--- src/rtl/finalsum_ctrl.sv ---
// Sequencer for a three-operand registered adder: walks two RAM regions in lockstep,
// feeding each adder result back as the next sum_0, and reports the accumulated total.
module finalsum_ctrl #(
  parameter int AW     = 10,
  parameter int CNT_W  = 10,
  parameter int RD_LAT = 1
) (
  input  logic             clk,
  input  logic             rst_n,
  input  logic             start,
  input  logic             abort,
  input  logic [CNT_W-1:0] len,
  input  logic [AW-1:0]    base1_addr,
  input  logic [AW-1:0]    base2_addr,
  input  logic [31:0]      init_val,
  output logic [AW-1:0]    ram1_addr,
  output logic [AW-1:0]    ram2_addr,
  output logic             ram_rd_en,
  output logic [31:0]      sum_0,
  input  logic [31:0]      final_sum,
  output logic             busy,
  output logic             done,
  output logic [31:0]      result
);

  localparam int WC_W = (RD_LAT > 1) ? $clog2(RD_LAT) : 1;

  typedef enum logic [2:0] {IDLE, ISSUE, WAIT, CAPT, DONE} state_t;

  state_t           state;
  state_t           state_nxt;
  logic [CNT_W-1:0] len_q;
  logic [CNT_W-1:0] pair_cnt;
  logic [CNT_W-1:0] pair_nxt;
  logic [WC_W-1:0]  wait_cnt;
  logic [31:0]      acc;
  logic             wait_last;
  logic             more;
  logic             accept;

  // start is a strobe sampled only in IDLE (abort wins); there is no back-pressure,
  // the RAM and adder are assumed always ready and data returns RD_LAT cycles after ram_rd_en.
  assign accept    = (state == IDLE) && start && !abort;
  assign wait_last = (wait_cnt == WC_W'(RD_LAT - 1));
  assign pair_nxt  = pair_cnt + CNT_W'(1);
  assign more      = (pair_nxt < len_q);

  always_comb begin
    state_nxt = state;
    case (state)
      IDLE:    if (accept) state_nxt = (len == '0) ? DONE : ISSUE;
      ISSUE:   state_nxt = WAIT;
      WAIT:    if (wait_last) state_nxt = CAPT;
      CAPT:    state_nxt = more ? ISSUE : DONE;
      DONE:    state_nxt = IDLE;
      default: state_nxt = IDLE;
    endcase
    // DONE already leads to IDLE, so its pulse survives an abort
    if (abort && state != IDLE) state_nxt = IDLE;
  end

  always_ff @(posedge clk or negedge rst_n) begin
    if (!rst_n) begin
      state     <= IDLE;
      len_q     <= '0;
      pair_cnt  <= '0;
      wait_cnt  <= '0;
      acc       <= '0;
      ram1_addr <= '0;
      ram2_addr <= '0;
      result    <= '0;
    end else begin
      state <= state_nxt;
      if (accept) begin
        len_q     <= len;
        ram1_addr <= base1_addr;
        ram2_addr <= base2_addr;
        acc       <= init_val;
        pair_cnt  <= '0;
        wait_cnt  <= '0;
        if (len == '0) result <= init_val;
      end
      if (state == WAIT) wait_cnt <= wait_last ? '0 : wait_cnt + WC_W'(1);
      // An aborted pair leaves the accumulator and addresses frozen
      if (state == CAPT && !abort) begin
        acc       <= final_sum;
        ram1_addr <= ram1_addr + AW'(1);
        ram2_addr <= ram2_addr + AW'(1);
        pair_cnt  <= pair_nxt;
        if (!more) result <= final_sum;
      end
    end
  end

  assign ram_rd_en = (state == ISSUE);
  assign busy      = (state != IDLE);
  assign done      = (state == DONE);
  assign sum_0     = acc;

endmodule

--- config.mk ---
export PLATFORM = sky130hd
export DESIGN_NAME = finalsum_ctrl
export DESIGN_NICKNAME = d
export VERILOG_FILES = /design/src/rtl/finalsum_ctrl.sv
export SDC_FILE = /design/constraint.sdc
export NUM_CORES = 1
export LEC_CHECK = 0
export ABC_AREA = 1
export BUFFER_PORTS_ARGS = -buffer_cell sky130_fd_sc_hd__buf_2
export CORE_UTILIZATION = 51
export DETAILED_ROUTE_END_ITERATION = 8
export PLACE_DENSITY = 0.76
export SLEW_MARGIN = 20
export SYNTH_ARGS = -nofsm -noshare
export SYNTH_HDL_FRONTEND = slang
export SYNTH_SLANG_ARGS = --single-unit
export TNS_END_PERCENT = 5
--- constraint.sdc ---
create_clock -name clk -period 2.9 [get_ports clk]
set_input_delay 0.145 -clock clk [delete_from_list [all_inputs] [get_ports clk]]
set_output_delay 0.145 -clock clk [all_outputs]
set_load 0.005 [all_outputs]
# Word-level counts from Yosys, hierarchy flattened
# Cells that the tools add are included.
[totals]
out_inout_bits = 87
input_bits = 98
word_cells = 51
register_bits = 108
[classes]
addsub = 4
n_lt_le_gt_ge = 1
n_mux = 21
eq_ne = 6
n_reduce_logical = 11
[op_table]
columns = ["operator", "count"]
rows = [
  ["two-way mux 32 bit", 6],
  ["two-way mux 10 bit", 6],
  ["adder 10 x 1 -> 10 bit (second input constant)", 3],
  ["two-way mux 3 bit", 5],
  ["one-hot mux 3 bit (4 select lines)", 1],
  ["zero test 10 bit", 1],
  ["less-than comparator 10 bit", 1],
  ["== test 3 x 2 -> 1 bit (second input constant)", 2],
  ["logical AND 1 bit", 4],
  ["nonzero test 2 bit", 2],
  ["== test 3 x 1 -> 1 bit (second input constant)", 1],
  ["== test 3 bit (second input constant)", 1],
  ["zero test 3 bit", 1],
  ["two-way mux 1 bit", 3],
  ["!= test 3 x 2 -> 1 bit (second input constant)", 1],
  ["!= test 3 bit (second input constant)", 1],
  ["nonzero test 3 bit", 1],
  ["AND reduction 2 bit", 1],
  ["adder 1 bit (second input constant)", 1],
  ["zero test 1 bit", 1],
]

# Longest topological paths before layout
# Gate-level depths: netlist of run 1.
[depth]
ltp_word = 6
depth_mapped = 18
depth_no_buf = 17

# Worst setup path before layout of run 1
# Ideal clock, no wire load.
[synth_timing]
kind = "flip-flop to flip-flop"
startpoint = "register pair_cnt[0]"
endpoint = "register result[10]"
n_path_buf = 1
stages_incl_launch_ff = 18
arrival_ns = 2.330
path_slack_ns = 0.453
period_less_slack_ns = 2.447
path_cell_list = "dfrtp_1 ha_1 nand2_1 nor2_1 nand3_1 nor2_1 nand3_1 nand2_1 inv_1 ha_1 nand2_1 nor2_1 nand3_1 nand3_1 nand2_1 buf_2 nand2_1 nand2_1"
[synth_via]
elab_chain_cells = 4
[synth_lines]
columns = ["item", "line_no", "source"]
rows = [
  ["start, declared", "33", "logic [CNT_W-1:0] pair_cnt;"],
  ["start signal, assigned", "89", "pair_cnt <= pair_nxt;"],
  ["adder 10 x 1 -> 10 bit", "45", "assign pair_nxt = pair_cnt + CNT_W'(1);"],
  ["less-than comparator 10 bit", "46", "assign more = (pair_nxt < len_q);"],
  ["two-way mux 32 bit", "90", "if (!more) result <= final_sum;"],
  ["two-way mux 32 bit", "85", "if (state == CAPT && !abort) begin"],
  ["end signal, assigned", "81", "if (len == '0) result <= init_val;"],
  ["end signal, assigned", "90", ""],
  ["end, declared", "23", "output logic [31:0] result"],
]
# Every way passes these cells.
# A chain may end at the register's enable or synchronous reset.

# Worst setup path in the final report of run 1
[layout_timing]
startpoint = "register pair_cnt[0]"
endpoint = "register result[4]"
# The elaborated chain is that of the path after synthesis.

==> Flow_metrics.wiki, run 1 <==
{| class="wikitable"
! Metric !! Value
|-
| Synth cell types || 31
|-
| Final RePlAce weighted congestion || 0.848
|-
| MaxCap Viol Count || 0
|-
| Leading cell type in the layout, fill and taps excluded || sky130_fd_sc_hd__nand2_1
|-
| Die Area || 0.0117 sq mm
|-
| Core area || 0.0109 sq mm
|-
| Number of buffers created by CTS || 9
|-
| NetSw || 2.15 mW
|-
| Minimum period implied by the final worst setup slack || 2.70 ns
|-
| Biggest fanout along the worst timing path || 16
|-
| Number of antenna violations at the first check in global routing || 0
|-
| Storage element area || 0.00268 sq mm
|-
| Top cell type by total area after synthesis || sky130_fd_sc_hd__dfrtp_1
|-
| Routed wire length || 16.6 mm
|-
| Total of flip-flops plus latches after synthesis || 107
|-
| Setup Skew || 0.0187 ns
|-
| Reg clk slew, reported paths || 0.12 ns
|-
| Average wire per cell in the routed design || 15.3 microns
|-
| Sequential cell fraction of total power || 0.453
|-
| Routed vias || 5856
|-
| Fraction of layout cells with a size suffix above 1 || 0.236
|-
| Post-synth ARST share || 1.00
|-
| Sort of element at the start of the critical path || flop
|-
| Pin count of the biggest net entering global routing || 59
|-
| # diodes || 0
|-
| Commonest cells after routing, fill and taps aside || sky130_fd_sc_hd__nand2_1 (247), sky130_fd_sc_hd__buf_2 (183), sky130_fd_sc_hd__dfrtp_1 (106)
|-
| Yosys top cell area share || 0.467
|-
| Transition time at the pin with the least slew margin || 1.05 ns
|-
| Number of remaining DRC errors || 0
|-
| Synthesized area per cell || 7.54 sq um
|-
| Initial DRT Pass Iterations || 5
|-
| Peak-usage layer in the global routing report || met2
|-
| Total number of clock tree sinks || 107
|-
| Initial core utilization || 0.527
|-
| Critical Path RT || 3.17 ns
|-
| Switching part of the total || 0.398
|-
| 1st-iter DRT viols || 495
|-
| Number of max-slew violations in the final report || 0
|-
| Post-Place Cell Area || 0.00670 sq mm
|-
| CP Class || flop to flop
|-
| Hold Crit Class || input pin to flop
|-
| Number of synthesized flops with an enable pin || 0
|-
| Post-route cell area || 0.00708 sq mm
|-
| Worst rel slew slack || 0.296
|-
| Total global-route track usage || 0.277
|-
| Result of the run || complete, no violations
|-
| Post-route fraction of the period consumed by the critical path || 0.930
|-
| Sequential share of the synthesized area || 0.467
|-
| Nets@finish || 1050
|-
| F_max || 371 MHz
|-
| Clock tree from TritonCTS || built
|-
| Via/cell ratio || 5.40
|-
| Clock root buffer || sky130_fd_sc_hd__clkbuf_8
|-
| Critical Path AT || 2.97 ns
|-
| Number of cells after detailed placement || 1051
|-
| Wire length of the first global-routing pass || 25.4 mm
|-
| Met3 global-route usage || 0.0332
|-
| Count of port buffers added during placement || 184
|-
| Comb pwr share || 0.385
|-
| Cell Area, Synth || 0.00574 sq mm
|-
| Fill cells || 1002
|-
| Power Density || 764 mW/mm^2
|-
| Leakage dissipation || 3.89 nW
|-
| Internal Pwr Total || 3.26 mW
|-
| Met2 Use GR || 0.447
|-
| Clock latency on the worst-skew pair || 0.37 ns
|-
| Most area-consuming cells after synthesis || sky130_fd_sc_hd__dfrtp_1 (47%), sky130_fd_sc_hd__nand2_1 (16%), sky130_fd_sc_hd__nand3_1 (7.9%)
|-
| Reg2reg start || pair_cnt[0]
|-
| Maximum resistive drop on vdd || 410 uV
|-
| Final non-filler cell total || 1085
|-
| Cell row count || 38
|-
| Remaining global-route overflow || 0
|-
| Die outline width || 108 microns
|-
| Leading register cell type out of synthesis || sky130_fd_sc_hd__dfrtp_1
|-
| Setup violation total in the final timing report || 0
|-
| Clock share of power || 0.163
|-
| Die height || 108 microns
|-
| Post-Syn Nets || 871
|-
| Number of buffers on the longest clock path || 2
|-
| Critical hold path startpoint || base2_addr[1]
|-
| Footprint of the multi-input gates || 0.00264 sq mm
|-
| Remaining number of nets flagged by the antenna check after routing || 0
|-
| Final Hold Viols || 0
|-
| Via count of the first global-routing pass || 5159
|-
| Critical path startpoint || pair_cnt[0]
|-
| Sum of negative setup slack || 0 ns
|-
| Number of cells produced by synthesis || 761
|-
| Element type at the critical path end || flop
|-
| Number of warnings printed during yosys synthesis || 0
|-
| GR Layer Usage met1 || 0.388
|-
| Boundary Pins || 185
|-
| Level count of the clock H-tree || 3
|-
| Synthesis-to-finish area growth || 23.4%
|-
| Hpwl dp || 10.6 mm
|-
| Final core utilization || 0.650
|}
power by group through the flow:
stage               combinational [mW]  clock, mW  sequential (mW)
finish                            2.08      0.880             2.45
global route                      2.35      0.945             2.52
CTS                               2.07      0.897             2.44
detailed placement                2.05          0             2.47
global placement                  2.00          0             2.45
floorplan                         1.13          0             2.47
registers in the layout, indices dropped and copies added (netlist names):
signal / cells
sum_0: 32
ram2_addr: 10
pair_cnt: 10
len_q: 10
state: 3
ram1_addr: 10
result: 32
critical path: stages (launching register included):
cell,delay [ns]
sky130_fd_sc_hd__dfrtp_2,0.43
sky130_fd_sc_hd__ha_1,0.19
sky130_fd_sc_hd__nand2_1,0.06
sky130_fd_sc_hd__nor2_1,0.17
sky130_fd_sc_hd__nand3_1,0.14
sky130_fd_sc_hd__nor2_1,0.14
sky130_fd_sc_hd__nand3_1,0.11
sky130_fd_sc_hd__nand2_1,0.10
sky130_fd_sc_hd__inv_1,0.05
sky130_fd_sc_hd__ha_1,0.26
sky130_fd_sc_hd__nand2_1,0.06
sky130_fd_sc_hd__nor2_1,0.14
sky130_fd_sc_hd__nand3_1,0.13
sky130_fd_sc_hd__nand3_2,0.13
sky130_fd_sc_hd__nand2_2,0.13
sky130_fd_sc_hd__clkbuf_16,0.24
sky130_fd_sc_hd__nand2_1,0.08
sky130_fd_sc_hd__nand2_1,0.05
synth_stat cells, types with 8 or more instances:
| cell | count |
|---|---|
| sky130_fd_sc_hd__buf_2 | 26 |
| sky130_fd_sc_hd__a21oi_1 | 31 |
| sky130_fd_sc_hd__ha_1 | 12 |
| sky130_fd_sc_hd__o21ai_1 | 13 |
| sky130_fd_sc_hd__o21ai_0 | 24 |
| sky130_fd_sc_hd__o211ai_1 | 8 |
| sky130_fd_sc_hd__inv_1 | 47 |
| sky130_fd_sc_hd__nand2_1 | 248 |
| sky130_fd_sc_hd__nor3_1 | 16 |
| sky130_fd_sc_hd__nand3_1 | 91 |
| sky130_fd_sc_hd__dfrtp_1 | 107 |
| sky130_fd_sc_hd__buf_4 | 9 |
| sky130_fd_sc_hd__nor2_1 | 72 |
| sky130_fd_sc_hd__o22ai_1 | 21 |
metal layers:
| metal | part of all wire | wire (microns) |
|---|---|---|
| met1 | 0.45 | 7500 |
| met2 | 0.47 | 7770 |
| met3 | 0.066 | 1100 |
| met4 | 0.016 | 271 |
| met5 | 0 | 0 |
final timing paths:
check,to,slack (ns),cells past startpoint
min reg2reg,sum_0[11],0.50,2
max in group asynchronous,result[5],1.81,3
min in group asynchronous,ram2_addr[9],0.34,2
max,result[4],0.20,17
max reg2reg,result[4],0.20,17
min,ram2_addr[1],0.004,3
what timing repair did:
action	4_1_cts	5_1_grt
endpoints found under the hold margin	66	1
buffers inserted	0	1
resized for setup	0	3
hold buffers	15	1
endpoints found under the setup margin	0	32
logic make-up (layout without fill, tap and decap cells):
family                   Yosys count  count (layout)  synth area share
XOR/XNOR                           6               6           0.00916
adder cells (fa/ha/maj)           12              12            0.0262
buffers and inverters             93             277            0.0750
flip-flops                       107             107             0.467
AND/OR/NAND/NOR                  440             440             0.322
AO/OA/AOI/OAI                    103             103             0.101
per-stage QoR:
step	total power [mW]	setup slack, ns	hold slack [ns]
2_1_floorplan	3.60	0.453	-0.151
3_3_place_gp	4.45	0.336	0.242
3_5_place_dp	4.51	0.222	0.237
4_1_cts	5.40	0.173	0.000240
5_1_grt	5.82	-0.0132	0.00887
6_report	5.41	0.203	0.00429
area by class of cell:
class	count	share of cell area
inverter	50	0.0265
multi-input combinational	561	0.372
sequential	107	0.378
clock inverter	7	0.00813
timing repair buffer	211	0.172
tap	140	0.0247
clock buffer	9	0.0175
Power figures use the tool's default switching activity.
==> run 2, diff against run 1 <==
--- a/config.mk
+++ b/config.mk
@@ -9,5 +9,6 @@
 export BUFFER_PORTS_ARGS = -buffer_cell sky130_fd_sc_hd__buf_2
+export CORE_ASPECT_RATIO = 0.7
 export CORE_UTILIZATION = 51
 export DETAILED_ROUTE_END_ITERATION = 8
-export PLACE_DENSITY = 0.76
+export PLACE_DENSITY_LB_ADDON = 0.25
 export SLEW_MARGIN = 20
--- a/constraint.sdc
+++ b/constraint.sdc
@@ -3,2 +3,2 @@
 set_output_delay 0.145 -clock clk [all_outputs]
-set_load 0.005 [all_outputs]
+set_load 0.01 [all_outputs]
==> run 2 against run 1 <==
Total power increased by 8.4%. First-iteration DRC count decreased by 16%. Cell count decreased by 0.55%. Cell area decreased by 1.0%. Sequential share of layout area increased by 0.37 points. Flip-flop and latch count unchanged.
==> Flow_metrics.wiki, run 2 (synthesis results as in run 1) <==
{| class="wikitable"
! Metric !! Value
|-
| Leading cell type in the layout, fill and taps excluded || sky130_fd_sc_hd__nand2_1
|-
| Number of buffers on the longest clock path || 2
|-
| Cell type of the slowest stage on the worst timing path || sky130_fd_sc_hd__dfrtp_1
|-
| Die Area || 0.0117 sq mm
|-
| Sort of element at the start of the critical path || flop
|-
| Cell row count || 31
|-
| Worst hold slack || 0.0176 ns
|-
| Transition time at the pin with the least slew margin || 1.05 ns
|-
| Leakage dissipation || 3.87 nW
|-
| Worst rel slew slack || 0.300
|-
| RSZ-0062 raised after global routing || false
|-
| Setup fix buffers added after clock tree synthesis || 0
|-
| MaxCap Viol Count || 0
|-
| Biggest fanout along the worst timing path || 32
|-
| Average wire per cell in the routed design || 14.9 microns
|-
| Initial DRT Pass Iterations || 5
|-
| Post-route fraction of the period consumed by the critical path || 0.893
|-
| Most Frequent Cell on Critical Path || sky130_fd_sc_hd__nand2_1
|-
| Final Hold Viols || 0
|-
| Sum of negative setup slack || 0 ns
|-
| F_max || 386 MHz
|-
| Critical Path AT || 2.87 ns
|-
| Commonest cells after routing, fill and taps aside || sky130_fd_sc_hd__nand2_1 (248), sky130_fd_sc_hd__buf_2 (183), sky130_fd_sc_hd__dfrtp_1 (107)
|-
| Critical path startpoint || pair_cnt[1]
|-
| Core area || 0.0106 sq mm
|-
| Switching part of the total || 0.394
|-
| Reg2reg start || pair_cnt[1]
|-
| Initial core utilization || 0.540
|-
| Remaining global-route overflow || 0
|-
| Number of antenna violations at the first check in global routing || 0
|-
| Number of max-slew violations in the final report || 0
|-
| Pin count of the biggest net entering global routing || 58
|-
| Hpwl dp || 10.8 mm
|-
| Internal Pwr Total || 3.56 mW
|-
| Power Density || 837 mW/mm^2
|-
| Hold Crit Class || input pin to flop
|-
| Clock share of power || 0.199
|-
| CP cell instances || ha_1, nand2_1, nor2_1, nand3_1, nor2_1, nand3_1, nand2_1, inv_1, ha_1, nand2_1, inv_1, a21oi_1, nand3_1, nand2_1, buf_8, nand2_1, nand2_1
|-
| Clock root buffer || sky130_fd_sc_hd__clkbuf_16
|-
| NetSw || 2.31 mW
|-
| Die height || 90.7 microns
|-
| Critical hold path startpoint || base1_addr[3]
|-
| Count of port buffers added during placement || 184
|-
| CP Class || flop to flop
|-
| Via count of the first global-routing pass || 5122
|-
| Maximum resistive drop on vdd || 345 uV
|-
| Via/cell ratio || 5.27
|-
| Element type at the critical path end || flop
|-
| Clock tree from TritonCTS || built
|-
| Routed wire length || 16.0 mm
|-
| Critical Path RT || 3.18 ns
|-
| Routed vias || 5684
|-
| Sequential cell fraction of total power || 0.417
|-
| Final RePlAce weighted congestion || 0.850
|-
| Wire length of the first global-routing pass || 26.1 mm
|-
| Comb pwr share || 0.384
|-
| Synthesis-to-finish area growth || 22.2%
|-
| Nets@finish || 1037
|-
| Reg clk slew, reported paths || 0.07 ns
|-
| Setup violation total in the final timing report || 0
|-
| Fraction of layout cells with a size suffix above 1 || 0.237
|-
| Level count of the clock H-tree || 3
|-
| Remaining number of nets flagged by the antenna check after routing || 0
|-
| 1st-iter DRT viols || 416
|-
| Boundary Pins || 185
|-
| Final core utilization || 0.660
|-
| Result of the run || complete, no violations
|-
| Setup Skew || 0.00629 ns
|-
| Number of remaining DRC errors || 0
|-
| Fill cells || 950
|-
| Storage element area || 0.00268 sq mm
|-
| Total number of clock tree sinks || 107
|-
| Total global-route track usage || 0.285
|-
| # diodes || 0
|-
| Die outline width || 129 microns
|-
| Number of buffers created by CTS || 9
|-
| Clock latency on the worst-skew pair || 0.35 ns
|-
| Footprint of the multi-input gates || 0.00263 sq mm
|-
| Longest individual stage delay on the worst path || 0.39 ns
|-
| Minimum period implied by the final worst setup slack || 2.59 ns
|}
run 2: layout make-up:
type | instances | area share
Clock buffer | 11 | 0.0361
Clock inverter | 4 | 0.00375
Inverter | 50 | 0.0268
Multi-Input combinational cell | 561 | 0.375
Sequential cell | 107 | 0.382
Tap cell | 148 | 0.0264
Timing Repair Buffer | 198 | 0.150
run 2: worst paths after layout:
path,end,slack (ns),depth (start not counted)
worst max-delay path,result[22],0.31,17
worst min-delay path,ram1_addr[3],0.02,3
worst max register to register,result[22],0.31,17
worst min register to register,sum_0[9],0.49,2
max in group asynchronous,sum_0[15],1.88,3
min in group asynchronous,ram1_addr[6],0.30,2
run 2: critical path: cells and delay by family (launching register included):
kind                     cells  cell delay (ns)
AND/OR/NAND/NOR             11             1.16
adder cells (fa/ha/maj)      2             0.45
flip-flops                   1             0.39
buffers and inverters        3             0.32
AO/OA/AOI/OAI                1             0.18
run 2: timing repair:
action / CTS / global route
setup endpoints to repair: 0 / 32
gates resized for setup: 0 / 2
hold endpoints to repair: 33 / 0
hold buffers: 1 / 0
run 2: routing by layer:
layer,routed length [microns],track usage,share of wire,vias to the layer above
met5,0,0,0,-
met4,272,0.0833,0.017,0
met3,1120,0.0480,0.070,23
met2,7050,0.413,0.44,219
met1,7610,0.435,0.47,2626
li1,-,-,-,2816
run 2: power by group through the flow:
stage                     Sequential (mW)  Clock [mW]  Combinational (mW)
after CTS                            2.44        1.19                2.26
after global routing                 2.52        1.25                2.54
final                                2.45        1.17                2.25
after floorplan                      2.65           0                1.14
after global placement               2.45           0                2.21
after detailed placement             2.45           0                2.25
run 2: metrics by stage:
| stage | setup WS [ns] | area [sq um] | instances | power (mW) |
|---|---|---|---|---|
| 6_report | 0.311 | 7010 | 1079 | 5.87 |
| 2_1_floorplan | 0.453 | 5740 | 761 | 3.78 |
| 4_1_cts | 0.249 | 7000 | 1079 | 5.89 |
| 5_1_grt | 0.0150 | 7010 | 1079 | 6.31 |
| 3_5_place_dp | 0.268 | 6710 | 1063 | 4.71 |
| 3_3_place_gp | 0.370 | 6710 | 1063 | 4.66 |
==> run 3, diff against run 2 <==
- CORE_UTILIZATION: 51 -> 46
- PLACE_DENSITY_LB_ADDON: 0.25 -> 0.3
- SKIP_LAST_GASP: not set -> 1
- clock period: 2.9 -> 2.16 ns (I/O delays scaled with it)
==> run 3 against run 2 <==
The flow now finishes with violations (setup timing). Sequential power rose by 35%. Count of clock-buffer cells in the layout fell by 2. Critical endpoint is now state[2]. Hold slack got worse by 0.017 ns. Clock power rose by 47%. Cell count rose by 6.0%. Non-clock buffer count rose by 53. Combinational power rose by 52%. First-iteration DRC count rose by 11%. Flip-flop and latch count did not move.
==> Flow_metrics.wiki, run 3 (synthesis results as in run 1) <==
{| class="wikitable"
! Metric !! Value
|-
| Level count of the clock H-tree || 3
|-
| Setup Skew || 0.00966 ns
|-
| Switching part of the total || 0.399
|-
| Number of cells on the worst hold path || 3
|-
| Worst reg-to-reg setup slack || -0.28 ns
|-
| # diodes || 0
|-
| Number of remaining DRC errors || 0
|-
| Via count of the first global-routing pass || 5402
|-
| RSZ-0062 raised after global routing || true
|-
| Synthesis-to-finish area growth || 37.5%
|-
| Remaining number of nets flagged by the antenna check after routing || 0
|-
| Leakage dissipation || 4.18 nW
|-
| Hpwl dp || 11.3 mm
|-
| Clock share of power || 0.204
|-
| Fill cells || 1033
|-
| Remaining global-route overflow || 0
|-
| Clock latency on the worst-skew pair || 0.35 ns
|-
| Count of port buffers added during placement || 184
|-
| Die outline width || 135 microns
|-
| Post-route fraction of the period consumed by the critical path || 1.13
|-
| Transition time at the pin with the least slew margin || 0.982 ns
|-
| Most Frequent Cell on Critical Path || sky130_fd_sc_hd__nand2_2
|-
| Clock root buffer || sky130_fd_sc_hd__clkbuf_16
|-
| Element type at the critical path end || flop
|-
| Failing checks || setup timing
|-
| Number of max-slew violations in the final report || 0
|-
| Hold Crit Class || input pin to flop
|-
| NetSw || 3.37 mW
|-
| Total global-route track usage || 0.271
|-
| Sort of element at the start of the critical path || flop
|-
| Critical Path AT || 2.67 ns
|-
| Reg clk slew, reported paths || 0.07 ns
|-
| Final RePlAce weighted congestion || 0.836
|-
| Final Hold Viols || 0
|-
| Number of buffers on the longest clock path || 2
|-
| Power Density || 1070 mW/mm^2
|-
| MaxCap Viol Count || 0
|-
| F_max || 411 MHz
|-
| Sequential cell fraction of total power || 0.391
|-
| Longest individual stage delay on the worst path || 0.36 ns
|-
| Setup violation total in the final timing report || 33
|-
| Cell type of the slowest stage on the worst timing path || sky130_fd_sc_hd__dfrtp_1
|-
| Worst-case reg-to-reg path depth || 17
|-
| Commonest cells after routing, fill and taps aside || sky130_fd_sc_hd__nand2_1 (237), sky130_fd_sc_hd__buf_2 (183), sky130_fd_sc_hd__dfrtp_1 (107)
|-
| Biggest fanout along the worst timing path || 7
|-
| Boundary Pins || 185
|-
| Initial DRT Pass Iterations || 5
|-
| Die Area || 0.0129 sq mm
|-
| Core area || 0.0119 sq mm
|-
| Internal Pwr Total || 5.07 mW
|-
| Final non-filler cell total || 1144
|-
| Comb pwr share || 0.405
|-
| Cell row count || 33
|-
| Fraction of layout cells with a size suffix above 1 || 0.296
|-
| Storage element area || 0.00268 sq mm
|-
| Die height || 95.4 microns
|-
| Worst Setup Slack post-DPL || -0.307 ns
|-
| Wire length of the first global-routing pass || 27.1 mm
|-
| Initial core utilization || 0.481
|-
| CP cell instances || ha_2, nand2_2, nor2_4, nand3_4, nor2_4, nand3_2, nand2_1, inv_1, ha_1, nand2_2, inv_2, a21oi_4, nand3_4, buf_12, clkbuf_16, nand2_2, a21oi_1
|-
| Leading cell type in the layout, fill and taps excluded || sky130_fd_sc_hd__nand2_1
|-
| Nets@finish || 1092
|-
| Total number of clock tree sinks || 107
|-
| Number of antenna violations at the first check in global routing || 0
|-
| Number of buffers created by CTS || 9
|-
| Critical Path RT || 2.39 ns
|-
| CP Class || flop to flop
|-
| Smallest setup slack after layout || -0.275 ns
|-
| Average wire per cell in the routed design || 15.6 microns
|-
| 1st-iter DRT viols || 461
|-
| Via/cell ratio || 5.27
|-
| Maximum resistive drop on vdd || 551 uV
|-
| Result of the run || finished with violations
|-
| Routed vias || 6028
|-
| Pin count of the biggest net entering global routing || 74
|-
| Routed wire length || 17.9 mm
|-
| Worst rel slew slack || 0.344
|-
| Minimum period implied by the final worst setup slack || 2.44 ns
|-
| Number of cells after detailed placement || 1091
|-
| Clock tree from TritonCTS || built
|-
| Footprint of the multi-input gates || 0.00289 sq mm
|}
## run 3: cell count changes in the layout (fill, tap and decap cells not counted), moves of 10 or more
cell / previous run / this run
sky130_fd_sc_hd__nand3_1: 91 / 74
sky130_fd_sc_hd__nand2_1: 248 / 237
sky130_fd_sc_hd__nand3_2: 0 / 14
sky130_fd_sc_hd__buf_4: 12 / 31
sky130_fd_sc_hd__nand2_2: 1 / 11
sky130_fd_sc_hd__dlygate4sd3_1: 1 / 27
## run 3: metrics by stage
stage | utilization | area, sq um | power, mW | hold slack, ns | TNS, ns
after floorplan | - | 5820 | 5.12 | -0.188 | -4.27
after global placement | 0.581 | 6930 | 6.34 | 0.0614 | -5.50
after detailed placement | 0.581 | 6930 | 6.42 | 0.0620 | -9.29
after CTS | 0.631 | 7530 | 8.21 | 0.00118 | -8.07
after global routing | 0.661 | 7890 | 9.03 | 0.00668 | -12.90
final | 0.661 | 7890 | 8.44 | 0.000824 | -8.28
## run 3: what timing repair did
action	CTS	global route
resized for setup	4	45
pin swaps	1	20
endpoints found under the hold margin	51	0
hold buffers	27	0
setup buffers	0	4
setup endpoints to repair	33	34
cloned	0	6
## run 3: power groups by stage
stage | Combinational (mW) | Clock (mW) | Sequential (mW)
after detailed placement | 3.11 | 0 | 3.31
after floorplan | 1.57 | 0 | 3.55
after global routing | 3.83 | 1.81 | 3.39
after CTS | 3.17 | 1.75 | 3.29
final | 3.42 | 1.72 | 3.30
after global placement | 3.05 | 0 | 3.30
## run 3: cell type report
type / instances / area share
Sequential cell: 107 / 0.339
Inverter: 50 / 0.0238
Multi-Input combinational cell: 563 / 0.367
Timing Repair Buffer: 251 / 0.206
Clock buffer: 9 / 0.0285
Tap cell: 157 / 0.0249
Clock inverter: 7 / 0.0105
## run 3: worst paths after layout
kind,end,start
max in group asynchronous,sum_0[4],rst_n
min reg2reg,len_q[0],len_q[0]
max,state[2],pair_cnt[1]
min in group asynchronous,result[24],rst_n
max reg2reg,state[2],pair_cnt[1]
min,ram2_addr[6],base2_addr[6]
## run 3: critical path: cells and delay by family, from the launching register on
kind | cells | cell delay (ns)
buffers and inverters | 4 | 0.41
AOI/OAI and AO/OA | 2 | 0.22
adders and majority gates | 2 | 0.49
DFF | 1 | 0.36
and+or+nand+nor | 9 | 0.81
## run 3: layer usage
metal,track usage,part of all wire,vias up
li1,-,-,2940
met1,0.383,0.46,2805
met2,0.428,0.46,264
met3,0.0447,0.069,19
met4,0.0787,0.014,0
met5,0,0,-
